--- src/rtl/regfile_ctrl.sv ---
// Command-driven initiator for the 8x16 register file.
// Sequences regfile read/write ports to perform MOVI, MOV, SWAP and READ.
module regfile_ctrl #(
    parameter int unsigned DW = 16,
    parameter int unsigned AW = 3,
    parameter int unsigned IW = 8
) (
    input  logic          clk,
    input  logic          rst_n,
    input  logic          cmd_valid,
    output logic          cmd_ready,
    input  logic [1:0]    cmd_op,
    input  logic [AW-1:0] cmd_rd,
    input  logic [AW-1:0] cmd_rm,
    input  logic [IW-1:0] cmd_imm,
    output logic [DW-1:0] rf_data_in,
    output logic [AW-1:0] rf_writenum,
    output logic          rf_write,
    output logic [AW-1:0] rf_readnum,
    input  logic [DW-1:0] rf_data_out,
    output logic          done,
    output logic [DW-1:0] result
);

    typedef enum logic [1:0] {
        OpMovi = 2'b00,
        OpMov  = 2'b01,
        OpSwap = 2'b10,
        OpRead = 2'b11
    } op_e;

    typedef enum logic [2:0] {
        StIdle,
        StRdA,
        StRdB,
        StWrA,
        StWrB,
        StDone
    } state_e;

    state_e        state_q, state_d;
    op_e           op_q, op_d;
    logic [AW-1:0] rd_q, rd_d;
    logic [AW-1:0] rm_q, rm_d;
    logic [IW-1:0] imm_q, imm_d;
    logic [DW-1:0] ta_q, ta_d;
    logic [DW-1:0] tb_q, tb_d;
    logic [DW-1:0] result_q, result_d;
    logic [DW-1:0] imm_sext;

    assign imm_sext = {{(DW - IW){imm_q[IW-1]}}, imm_q};

    always_ff @(posedge clk or negedge rst_n) begin
        if (!rst_n) begin
            state_q  <= StIdle;
            op_q     <= OpMovi;
            rd_q     <= '0;
            rm_q     <= '0;
            imm_q    <= '0;
            ta_q     <= '0;
            tb_q     <= '0;
            result_q <= '0;
        end else begin
            state_q  <= state_d;
            op_q     <= op_d;
            rd_q     <= rd_d;
            rm_q     <= rm_d;
            imm_q    <= imm_d;
            ta_q     <= ta_d;
            tb_q     <= tb_d;
            result_q <= result_d;
        end
    end

    // Next state and operand capture; fields latch only on accept from idle.
    always_comb begin
        state_d  = state_q;
        op_d     = op_q;
        rd_d     = rd_q;
        rm_d     = rm_q;
        imm_d    = imm_q;
        ta_d     = ta_q;
        tb_d     = tb_q;
        result_d = result_q;
        unique case (state_q)
            StIdle: begin
                if (cmd_valid) begin
                    op_d    = op_e'(cmd_op);
                    rd_d    = cmd_rd;
                    rm_d    = cmd_rm;
                    imm_d   = cmd_imm;
                    state_d = (op_e'(cmd_op) == OpMovi) ? StWrA : StRdA;
                end
            end
            StRdA: begin
                if (op_q == OpRead) begin
                    result_d = rf_data_out;
                    state_d  = StDone;
                end else begin
                    ta_d    = rf_data_out;
                    state_d = (op_q == OpSwap) ? StRdB : StWrA;
                end
            end
            StRdB: begin
                tb_d    = rf_data_out;
                state_d = StWrA;
            end
            StWrA: begin
                state_d = (op_q == OpSwap) ? StWrB : StDone;
            end
            StWrB: begin
                state_d = StDone;
            end
            StDone: begin
                state_d = StIdle;
            end
            default: begin
                state_d = StIdle;
            end
        endcase
    end

    // Regfile port drive: purely a function of state and latched fields.
    always_comb begin
        rf_data_in  = '0;
        rf_writenum = '0;
        rf_write    = 1'b0;
        rf_readnum  = '0;
        unique case (state_q)
            StRdA: begin
                rf_readnum = (op_q == OpRead) ? rd_q : rm_q;
            end
            StRdB: begin
                rf_readnum = rd_q;
            end
            StWrA: begin
                rf_write    = 1'b1;
                rf_writenum = rd_q;
                rf_data_in  = (op_q == OpMovi) ? imm_sext : ta_q;
            end
            StWrB: begin
                rf_write    = 1'b1;
                rf_writenum = rm_q;
                rf_data_in  = tb_q;
            end
            default: begin
            end
        endcase
    end

    assign cmd_ready = (state_q == StIdle);
    assign done      = (state_q == StDone);
    assign result    = result_q;

endmodule

--- config.mk ---
export PLATFORM = sky130hd
export DESIGN_NAME = regfile_ctrl
export DESIGN_NICKNAME = d
export VERILOG_FILES = /design/src/rtl/regfile_ctrl.sv
export SDC_FILE = /design/constraint.sdc
export NUM_CORES = 1
export LEC_CHECK = 0
export ABC_AREA = 1
export BUFFER_PORTS_ARGS = -buffer_cell sky130_fd_sc_hd__clkbuf_2
export CORE_MARGIN = 4
export CORE_UTILIZATION = 29
export DETAILED_ROUTE_END_ITERATION = 10
export GPL_ROUTABILITY_DRIVEN = 1
export SYNTH_ARGS = -nofsm -noshare
export SYNTH_HDL_FRONTEND = slang
export SYNTH_SLANG_ARGS = --single-unit
--- constraint.sdc ---
create_clock -name clk -period 1.57 [get_ports clk]
set_input_delay 0.157 -clock clk [delete_from_list [all_inputs] [get_ports clk]]
set_output_delay 0.157 -clock clk [all_outputs]
set_load 0.05 [all_outputs]
==> flow_summary.yaml <==
timing:
  finalSetupTns_ns: -2.06
  drv_slew: 0
  fin_crit_ns: 1.71
  fin_crit_sh_pct: 109
  fin_hold_ws_ns: 0.0381
  finalWorstSetupSlack_ns: -0.145
  hold_violations: 0
  setup_viol: 24
  fmax_ghz: 0.583
  rsz0062_at_grt: "yes"
  tightest_slew_ns: 0.365
  max-slew-margin-rel_pct: 75.6
  finClkSkew_ns: 0.00633
logic_synthesis:
  synth-seq-cells: 67
  netlist_instances: 374
  ys_types: 18
  yosysSeqAreaShare_pct: 55.1
  synth_area_um2: 3040
  syn_area_per_cell_um2: 8.13
  syn-num-nets: 409
  yosysWarnings: 0
min_path:
  hold_path.class: "in2reg"
routing:
  vias_per_cell: 4.65
  drc: 0
  ant_nets: 0
  first_iter_violations: 177
  first_pass_iters: 4
  vias: 2825
  wirelength_um: 8960
  wl_per_cell_um: 14.7
layout:
  fin_nets: 502
  drive_gt1_share_pct: 37.7
  fillers: 1021
  final_core_util_pct: 45.9
  area_delta_synth_final_pct: 55.2
  final_cell_mix: "103 x nand2_1, 63 x dfrtp_1, 49 x clkbuf_2"
  antennaDiodeCount: 0
  final_common_cell: "nand2_1"
critical_path:
  worstPathRequired_ns: 1.41
  path_class: "reg2out"
  end_kind: "output pin"
  cp.arrival_ns: 1.56
  start_kind: "flop"
  critical_path_peak_fanout: 9
placement:
  gp_congestion: 0.842
  portBuffers: 75
  dp_hpwl_um: 6040
global_routing:
  grt_pass1_vias: 2828
  grt_first_pass_wirelength_um: 14700
  grt_max_degree: 68
  antenna_found_initial: 0
  overflow: 0
  grtUsageTotal_pct: 15.1
floorplan:
  die_h_um: 110
  fp.dieW_um: 110
  row_count: 37
  dieArea_um2: 12200
  start_util_pct: 29.6
  core-area_um2: 10300
  io_pins: 76
cts:
  insertion_delay_ns: 0.34
  cts_tree: "built"
  cts-buffers-inserted: 9
  htreeDepth: 3
  clkSinkCount: 67
  clk_path_buf_depth: 2
  cts_root_buffer: "clkbuf_8"
  path_clk_slew_ns: 0.07
power_and_ir_drop:
  ir_drop_v: 0.00119
  leakage_nw: 2.29
  powerDensity_nw_per_um2: 2520
  power.total_mw: 11.9
run_status:
  run_status: "finished with violations"
  violations: "setup timing"
job:
  max-cap-violations: 0
## repair_timing
item	CTS	global route
endpoints found under the setup margin	25	41
gates cloned	0	1
hold endpoints to repair	67	0
setup buffers	5	2
resized for setup	45	34
hold buffers	1	0
pin swaps	7	8
## registers in the layout (all words and copies together), names as in the netlist
signal / cells
tb_q: 16
imm_q: 8
ta_q: 16
op_q: 2
rd_q: 3
result: 16
state_q: 3
rm_q: 3
## where the power goes
part | internal, mW | leakage, nW | total (mW) | switching [mW]
registers | 2.59 | 0.815 | 3.18 | 0.583
clock network | 0.973 | 0.119 | 1.63 | 0.656
logic | 2.74 | 1.36 | 7.08 | 4.34
total | 6.31 | 2.29 | 11.9 | 5.58
## cell usage after synthesis, drive strengths merged
library cell | instances | area [um2]
inv | 27 | 101
nand3 | 39 | 200
o22ai | 5 | 31.3
nor3 | 10 | 60.1
a21oi | 1 | 5.00
buf | 16 | 85.1
nor2 | 4 | 15.0
o21ai | 76 | 380
dfrtp | 67 | 1680
clkbuf | 8 | 30.0
nand2 | 121 | 457
## final timing paths
check,from,to,slack [ns],cells past startpoint
setup reg to reg,state_q[2],tb_q[10],0.12,7
hold reg to reg,rm_q[0],rm_q[0],0.49,2
hold / removal,cmd_rd[0],rd_q[0],0.04,3
setup / recovery,op_q[1],rf_data_in[6],-0.14,4
min in group asynchronous,rst_n,result[5],0.37,3
max in group asynchronous,rst_n,state_q[0],0.89,3
## worst max-delay path, cell delays in order, from the launching register on
cell,delay (ns)
dfrtp_2,0.47
clkbuf_16,0.19
nor3_2,0.28
o21ai_4,0.12
buf_12,0.16
## per-layer routing
metal | vias to the layer above | track usage [%] | routed length, um
met4 | 0 | 6.40 | 187
met5 | - | 0 | 0
li1 | 1409 | - | -
met2 | 66 | 24.4 | 4450
met1 | 1337 | 19.3 | 3940
met3 | 13 | 3.51 | 383
## layout make-up
class | count | area [um2] | area share [%]
Tap cell | 136 | 170 | 3.61
Clock buffer | 11 | 151 | 3.21
Timing Repair Buffer | 106 | 1080 | 22.9
Clock inverter | 5 | 75.1 | 1.59
Inverter | 27 | 111 | 2.36
Sequential cell | 67 | 1680 | 35.6
Multi-Input combinational cell | 256 | 1450 | 30.7
## through the flow
| step | instances | setup WS [ns] | cell area (um2) |
|---|---|---|---|
| 4_1_cts | 605 | -0.143 | 4590 |
| 2_1_floorplan | 374 | -0.262 | 3150 |
| 6_report | 608 | -0.145 | 4720 |
| 3_5_place_dp | 583 | 0.0513 | 4130 |
| 5_1_grt | 608 | -0.198 | 4720 |
| 3_3_place_gp | 583 | 0.111 | 4130 |
## cell families (layout without fill, tap and decap cells)
group                  count (synthesis)  count (layout)  synth area share (%)
and+or+nand+nor                      174             174                  24.1
DFF                                   67              67                  55.1
buffers and inverters                 51             149                  7.12
AOI/OAI and AO/OA                     82              82                  13.7
(Power assumes the default switching activity.)
